**src/rtl/stream_mux4_rr_if.sv**
```systemverilog
// Handshake bundle for the 4-to-1 round-robin stream mux: four producer lanes in,
// one tagged consumer lane out, plus the delivered-word counter.
interface stream_mux4_rr_if #(
  parameter int WIDTH = 8
);
  logic [3:0]         in_valid;
  logic [4*WIDTH-1:0] in_data;
  logic [3:0]         in_ready;
  logic               out_valid;
  logic [WIDTH-1:0]   out_data;
  logic [1:0]         out_sel;
  logic               out_ready;
  logic [7:0]         busy_cnt;

  modport master (
    output in_valid, in_data, out_ready,
    input  in_ready, out_valid, out_data, out_sel, busy_cnt
  );

  modport slave (
    input  in_valid, in_data, out_ready,
    output in_ready, out_valid, out_data, out_sel, busy_cnt
  );
endinterface

```
**src/rtl/stream_mux4_rr.sv**
```systemverilog
// Four-lane to one-lane stream multiplexer with round-robin arbitration and a
// registered, source-tagged output stage that sustains one word per cycle.
module stream_mux4_rr #(
  parameter int WIDTH = 8
) (
  input  logic              clk,
  input  logic              rst,
  input  logic              clr,
  stream_mux4_rr_if.slave   bus
);

  typedef enum logic [0:0] {
    EMPTY = 1'b0,
    FULL  = 1'b1
  } state_t;

  state_t           state_r;
  state_t           state_nxt_s;
  logic [1:0]       ptr_r;
  logic [WIDTH-1:0] data_r;
  logic [1:0]       sel_r;
  logic [7:0]       cnt_r;

  logic             grant_valid_s;
  logic [1:0]       grant_idx_s;
  logic             load_s;
  logic             take_s;
  logic             consume_s;
  logic [3:0]       in_ready_s;

  // Scan downward so the channel closest after ptr overwrites any farther hit.
  function automatic logic [2:0] rr_pick(input logic [3:0] valid, input logic [1:0] ptr);
    logic [2:0] pick;
    logic [1:0] idx;
    pick = 3'b000;
    for (int k = 4; k >= 1; k--) begin
      idx = ptr + k[1:0];
      if (valid[idx]) begin
        pick = {1'b1, idx};
      end else begin
        pick = pick;
      end
    end
    return pick;
  endfunction

  // Arbitration and handshake qualifiers.
  always_comb begin
    {grant_valid_s, grant_idx_s} = rr_pick(bus.in_valid, ptr_r);
    load_s    = (state_r == EMPTY) || bus.out_ready;
    take_s    = load_s && grant_valid_s && !clr && !rst;
    consume_s = (state_r == FULL) && bus.out_ready && !clr;
  end

  // Next-state logic.
  always_comb begin
    state_nxt_s = state_r;
    if (clr) begin
      state_nxt_s = EMPTY;
    end else if (take_s) begin
      state_nxt_s = FULL;
    end else if (consume_s) begin
      state_nxt_s = EMPTY;
    end else begin
      state_nxt_s = state_r;
    end
  end

  // Output decode: one-hot accept for the granted lane only.
  always_comb begin
    in_ready_s = 4'b0000;
    if (take_s) begin
      in_ready_s = 4'b0001 << grant_idx_s;
    end else begin
      in_ready_s = 4'b0000;
    end
  end

  // State register.
  always_ff @(posedge clk or posedge rst) begin
    if (rst) begin
      state_r <= EMPTY;
    end else begin
      state_r <= state_nxt_s;
    end
  end

  // Output word, tag, pointer and delivered-word counter.
  always_ff @(posedge clk or posedge rst) begin
    if (rst) begin
      data_r <= '0;
      sel_r  <= 2'b00;
      ptr_r  <= 2'd3;
      cnt_r  <= 8'd0;
    end else if (clr) begin
      ptr_r  <= 2'd3;
    end else begin
      if (take_s) begin
        data_r <= bus.in_data[grant_idx_s*WIDTH +: WIDTH];
        sel_r  <= grant_idx_s;
        ptr_r  <= grant_idx_s;
      end
      if (consume_s) begin
        cnt_r <= cnt_r + 8'd1;
      end
    end
  end

  assign bus.in_ready  = in_ready_s;
  assign bus.out_valid = (state_r == FULL);
  assign bus.out_data  = data_r;
  assign bus.out_sel   = sel_r;
  assign bus.busy_cnt  = cnt_r;

endmodule

```
**src/flat_wrapper.sv**
```systemverilog
// flat-port wrapper written by rule: the top's interface ports become plain ports
module stream_mux4_rr_flat 
#(
  parameter int WIDTH = 8
)
  (clk, rst, clr, bus_in_valid, bus_in_data, bus_out_ready, bus_in_ready, bus_out_valid, bus_out_data, bus_out_sel, bus_busy_cnt);
  stream_mux4_rr_if #(.WIDTH(WIDTH)) bus_i ();
  input  logic clk;
  input  logic rst;
  input  logic clr;
  input wire logic [$bits(bus_i.in_valid)-1:0] bus_in_valid;
  input wire logic [$bits(bus_i.in_data)-1:0] bus_in_data;
  input wire logic [$bits(bus_i.out_ready)-1:0] bus_out_ready;
  output wire logic [$bits(bus_i.in_ready)-1:0] bus_in_ready;
  output wire logic [$bits(bus_i.out_valid)-1:0] bus_out_valid;
  output wire logic [$bits(bus_i.out_data)-1:0] bus_out_data;
  output wire logic [$bits(bus_i.out_sel)-1:0] bus_out_sel;
  output wire logic [$bits(bus_i.busy_cnt)-1:0] bus_busy_cnt;
  assign bus_i.in_valid = bus_in_valid;
  assign bus_i.in_data = bus_in_data;
  assign bus_i.out_ready = bus_out_ready;
  assign bus_in_ready = bus_i.in_ready;
  assign bus_out_valid = bus_i.out_valid;
  assign bus_out_data = bus_i.out_data;
  assign bus_out_sel = bus_i.out_sel;
  assign bus_busy_cnt = bus_i.busy_cnt;
  stream_mux4_rr #(.WIDTH(WIDTH)) u_core (.clk(clk), .rst(rst), .clr(clr), .bus(bus_i));
endmodule
```
**config.mk**
```make
export PLATFORM = sky130hd
export DESIGN_NAME = stream_mux4_rr_flat
export DESIGN_NICKNAME = d
export VERILOG_FILES = /design/src/rtl/stream_mux4_rr_if.sv /design/src/rtl/stream_mux4_rr.sv /design/src/flat_wrapper.sv
export SDC_FILE = /design/constraint.sdc
export NUM_CORES = 1
export LEC_CHECK = 0
export BUFFER_PORTS_ARGS = -buffer_cell sky130_fd_sc_hd__buf_2
export CAP_MARGIN = 20
export CORE_MARGIN = 2
export CORE_UTILIZATION = 49
export DETAILED_ROUTE_END_ITERATION = 10
export MAX_ROUTING_LAYER = met4
export PLACE_DENSITY = 0.84
export SLEW_MARGIN = 0
export SYNTH_ARGS = -nofsm -noshare
export SYNTH_HDL_FRONTEND = slang
export SYNTH_SLANG_ARGS = --single-unit
```
**constraint.sdc**
```tcl
create_clock -name clk -period 4.85 [get_ports clk]
set_clock_uncertainty 0.2 [all_clocks]
set_input_delay 1.455 -clock clk [delete_from_list [all_inputs] [get_ports clk]]
set_output_delay 1.455 -clock clk [all_outputs]
set_load 0.01 [all_outputs]
```
# == Yosys cells after proc, flatten, opt, wreduce, memory -nomap -nowiden ==
# Cells that the tools add are included.
# word_totals
reg_bits,21
# classes
mux,18
add_sub_neg,4
order_cmp,4
reduce_logical,12
bitwise,2
shifts,2
# ops
cell,n
$shiftx A32 B6 Y8,1
$lt A2 B3 Y1 const B,4
$mux W3,4
$add A8 B1 Y8 const B,1
$bmux W1 S2,4
$mux W1,7
$logic_and A1 B1 Y1,5
$add A2 B2 Y2 const B,2
$mux W2,2
$mux W4,1
$reduce_and A2 Y1,2
$shl A1 B2 Y4 const A,1
$reduce_bool A3 Y1,1
$add A2 B1 Y2 const B,1
$logic_not A1 Y1,2
$not A1 Y1,2
$reduce_bool A2 Y1,1
$logic_or A1 B1 Y1,1

# == Logic depth before layout (Yosys ltp) ==
# logic_depth
depth_word,11
mapped_depth,7
ltp_nobuf,5

# == Least setup slack after synthesis ==
# No wires, ideal clock.
# synth_timing
kind,in2out
start,in bus_in_valid[0]
end,out bus_in_ready[1]
n_path_buf,2
required_ns,3.195
path_slack_ns,0.689
path_stages,6
arrival_time_ns,2.506
path_cell_list,nand2b_1 > a21bo_1 > buf_4 > and3_4 > buf_4 > nor3_1
# synth_between
elab_chain_cells,10
elab_cells_between_ends,17
cone_classes,1 x shift; 13 x mux; 3 x reduce/logical
# synth_lines
element,line,source
start: declaration,flat_wrapper.sv:11,input wire logic [$bits(bus_i.in_valid)-1:0] bus_in_valid;
$bmux W1 S2,stream_mux4_rr.sv:38,if (valid[idx]) begin
$mux W1 (not written as such),stream_mux4_rr.sv:38,
$mux W3 (3 in series),stream_mux4_rr.sv:38,
$mux W3 *,stream_mux4_rr.sv:38,
$logic_and A1 B1 Y1 (3 in series),stream_mux4_rr.sv:51,take_s = load_s && grant_valid_s && !clr && !rst;
$mux W4 *,stream_mux4_rr.sv:72,if (take_s) begin
end: declaration,flat_wrapper.sv:14,output wire logic [$bits(bus_i.in_ready)-1:0] bus_in_ready;
# Mark *: on every way between the ends. The rest lies on a longest branch, timed or not. The select of a mux whose other input is x is not followed.

# == Worst setup path in the final report ==
# layout_timing
start,in bus_in_valid[1]
end,out bus_in_ready[2]
# The elaborated chain is that of the path after synthesis.

==> results.py <==
metrics = {
    "pwr": {
        "p_int_uw": 322,
        "pwr-share-seq": 0.494,
        "power_density_nw_per_um2": 304,
        "p_clk_frac": 0.166,
        "power_switching_uw": 172,
        "p_sw_frac": 0.348,
        "p_leak_uw": 0.000818,
        "vdd_drop_max_mv": 0.211,
        "combPwrFrac": 0.340,
    },
    "cells_and_area": {
        "num-fill-cells": 194,
        "drive_gt1_frac": 0.432,
        "register_area_sq_um": 528,
        "layout.cells.non_filler": 220,
        "area_growth_pct": 25.6,
        "final_common_cell": "buf_2",
        "final_cell_mix": "buf_2 (62), dfrtp_1 (19), nor2_1 (17)",
        "antenna_cells": 0,
        "multi_input_area_sq_um": 676,
        "nNetsFinal": 232,
    },
    "clocking": {
        "cts_sinks": 21,
        "tritoncts": "yes",
        "h-tree-depth": 1,
        "postCtsSetupRepairBufs": 0,
        "cts_buffers": 3,
        "clock_path_buffers": 2,
        "cts_resized": 0,
        "clock_latency_ps": 300,
        "cts_root_buf": "clkbuf_4",
        "path_clk_slew_ps": 110,
        "postCtsHoldBufs": 0,
    },
    "critical_path": {
        "end_kind": "output pin",
        "cp_top_family": "simple AND/OR/NAND/NOR gates",
        "startpoint_type": "input port",
        "critPathArrivalTime_ps": 2800,
        "cpPeakStageDelay_ps": 390,
        "cp_data_required_time_ps": 3190,
        "path_max_fanout": 12,
        "critical_path_buf_inv_count": 2,
        "crit_top_cell": "buf_2",
        "crit_chain": "buf_2 > or2_1 > a311oi_2 > nand2_2 > nor2_1 > buf_2",
        "critPathKind": "input port to output pin",
        "crit_slowest_cell": "a311oi_2",
    },
    "sta": {
        "rsz0062_at_grt": "false",
        "fmax_ghz": 0.225,
        "timing_hold_violations_final": 0,
        "period_minus_slack_ps": 4450,
        "setup_viol_count_final": 0,
        "slew_headroom": 0.481,
        "worstMarginPinSlew_ps": 778,
        "fin_crit_sh": 0.918,
        "slew_violations": 0,
        "fin_setup_tns_ps": 0,
    },
    "floorplanning": {
        "chipWidth_um": 55.4,
        "core-area_sq_um": 2500,
        "die_h_um": 55.4,
        "start_util": 0.518,
        "io_pins": 63,
        "rows": 18,
        "dieArea_sq_um": 3070,
    },
    "logic_synthesis": {
        "yosys_register_bits": 21,
        "postSynthAreaPerCell_sq_um": 10.0,
        "synthCells": 129,
        "synth_top_area_share": 0.367,
        "syn_nets": 170,
        "yosysTopAreaCell": "dfrtp_1",
        "seq_area_frac_synth": 0.408,
        "syn_area_sq_um": 1290,
        "ys_top_cells_by_area": "dfrtp_1 (37%), mux2i_1 (6.2%), a211oi_1 (5.8%)",
        "yosys.cell_types.count": 36,
        "yosysWarningCount": 0,
    },
    "routing": {
        "met2WireLength_um": 1600,
        "drc": 0,
        "first_pass_iters": 4,
        "vias": 1241,
        "dr_wl_met3_um": 185,
        "drt-total-wl_um": 3140,
        "drt_iter0_drc": 16,
        "avgViaCountPerCell": 5.64,
        "ant_nets": 0,
        "wl_met1_um": 1290,
        "wl_per_cell_um": 14.3,
        "dr.max_layer_used": "met4",
    },
    "outcome": {
        "status": "completed",
    },
    "placement": {
        "port_buffers": 62,
        "place.gp.congestion": 0.814,
        "dpl.cell_count": 216,
        "dp_hpwl_um": 2440,
    },
    "global_routing": {
        "grt_pass1_wl_um": 5190,
        "grt_pass1_vias": 1212,
        "grt_start_max_net_pins": 22,
        "antenna_found_initial": 0,
        "overflow": 0,
        "grtUsageTotal": 0.213,
    },
    "run": {
        "maxCapViolCount": 0,
    },
    "worst_hold_path": {
        "hold_path_class": "flip-flop to flip-flop",
    },
}
-- power by group through the flow --
stage	sequential [uW]	combinational, uW	clock, uW
after CTS	243	169	83.0
after detailed placement	246	169	0
after floorplan	259	85.3	0
after global placement	242	163	0
after global routing	248	185	88.4
final	244	168	82.1
-- synth_stat cells --
| cell | n |
|---|---|
| a2111oi_4 | 1 |
| a211oi_2 | 6 |
| o21ai_2 | 1 |
| dfstp_2 | 2 |
| a21o_1 | 1 |
| nor3_1 | 2 |
| a211oi_1 | 10 |
| a21oi_1 | 3 |
| nand4b_1 | 1 |
| and3_1 | 1 |
| nor2_1 | 17 |
| mux2i_1 | 8 |
| inv_1 | 11 |
| nand2b_1 | 5 |
| nand3_1 | 4 |
| nor3b_1 | 1 |
| buf_6 | 2 |
| nand2_1 | 2 |
| buf_2 | 1 |
| ha_1 | 1 |
| or2_2 | 1 |
| mux2_2 | 1 |
| a31oi_1 | 8 |
| a311oi_2 | 1 |
| buf_4 | 3 |
| or2_1 | 1 |
| nand2_2 | 1 |
| dfrtp_1 | 19 |
| nor4_2 | 1 |
| a21bo_1 | 1 |
| xor2_1 | 3 |
| o21ai_0 | 2 |
| nand3b_1 | 1 |
| xnor2_1 | 4 |
| a2111o_1 | 1 |
| and3_4 | 1 |
-- registers in the layout, indices dropped and copies added (netlist names) --
name and cells:
u_core.bus.busy_cnt 8, u_core.ptr_r 2, u_core.bus.out_sel 2, u_core.bus.out_data 8
u_core.bus.out_valid 1
-- per-stage QoR --
| stage | area [sq um] | util | total power [uW] | hold WS, ps | worst slack, ps |
|---|---|---|---|---|---|
| after floorplan | 1290 | - | 344 | 308 | 689 |
| after global placement | 1600 | 0.640 | 405 | 258 | 476 |
| after detailed placement | 1600 | 0.640 | 415 | 263 | 386 |
| after CTS | 1630 | 0.651 | 495 | 278 | 384 |
| after global routing | 1630 | 0.651 | 521 | 314 | 251 |
| final | 1630 | 0.651 | 494 | 272 | 397 |
-- layout make-up --
type                            instances  share of cell area
Multi-Input combinational cell         91               0.415
Sequential cell                        21               0.325
Timing Repair Buffer                   63               0.195
Inverter                               11              0.0254
Tap cell                               30              0.0231
Clock buffer                            4              0.0162
-- worst paths after layout --
check / start / end / slack, ps / cells past startpoint
worst min-delay path: u_core.bus.busy_cnt[7] / u_core.bus.busy_cnt[7] / 270 / 1
worst max register to register: u_core.ptr_r[0] / u_core.bus.out_data[4] / 2660 / 5
max in group asynchronous: rst / u_core.bus.busy_cnt[3] / 2840 / 2
min in group asynchronous: rst / u_core.bus.out_valid / 1120 / 2
worst min register to register: u_core.bus.busy_cnt[7] / u_core.bus.busy_cnt[7] / 270 / 1
worst max-delay path: bus_in_valid[1] / bus_in_ready[2] / 400 / 6
-- layer usage --
layer / up-vias / track usage
met1: 588 / 0.244
li1: 588 / -
met3: 8 / 0.0281
met5: - / -
met2: 57 / 0.367
met4: 0 / 0.0976
-- cell families after synthesis --
group / synth area share
XOR/XNOR: 0.0473
AND/OR/NAND/NOR: 0.158
flip-flops: 0.408
buffers and inverters: 0.0705
adder cells (fa/ha/maj): 0.00966
AO/OA/AOI/OAI: 0.236
multiplexers: 0.0705
Note: power is estimated with default switching activity, not from simulation.
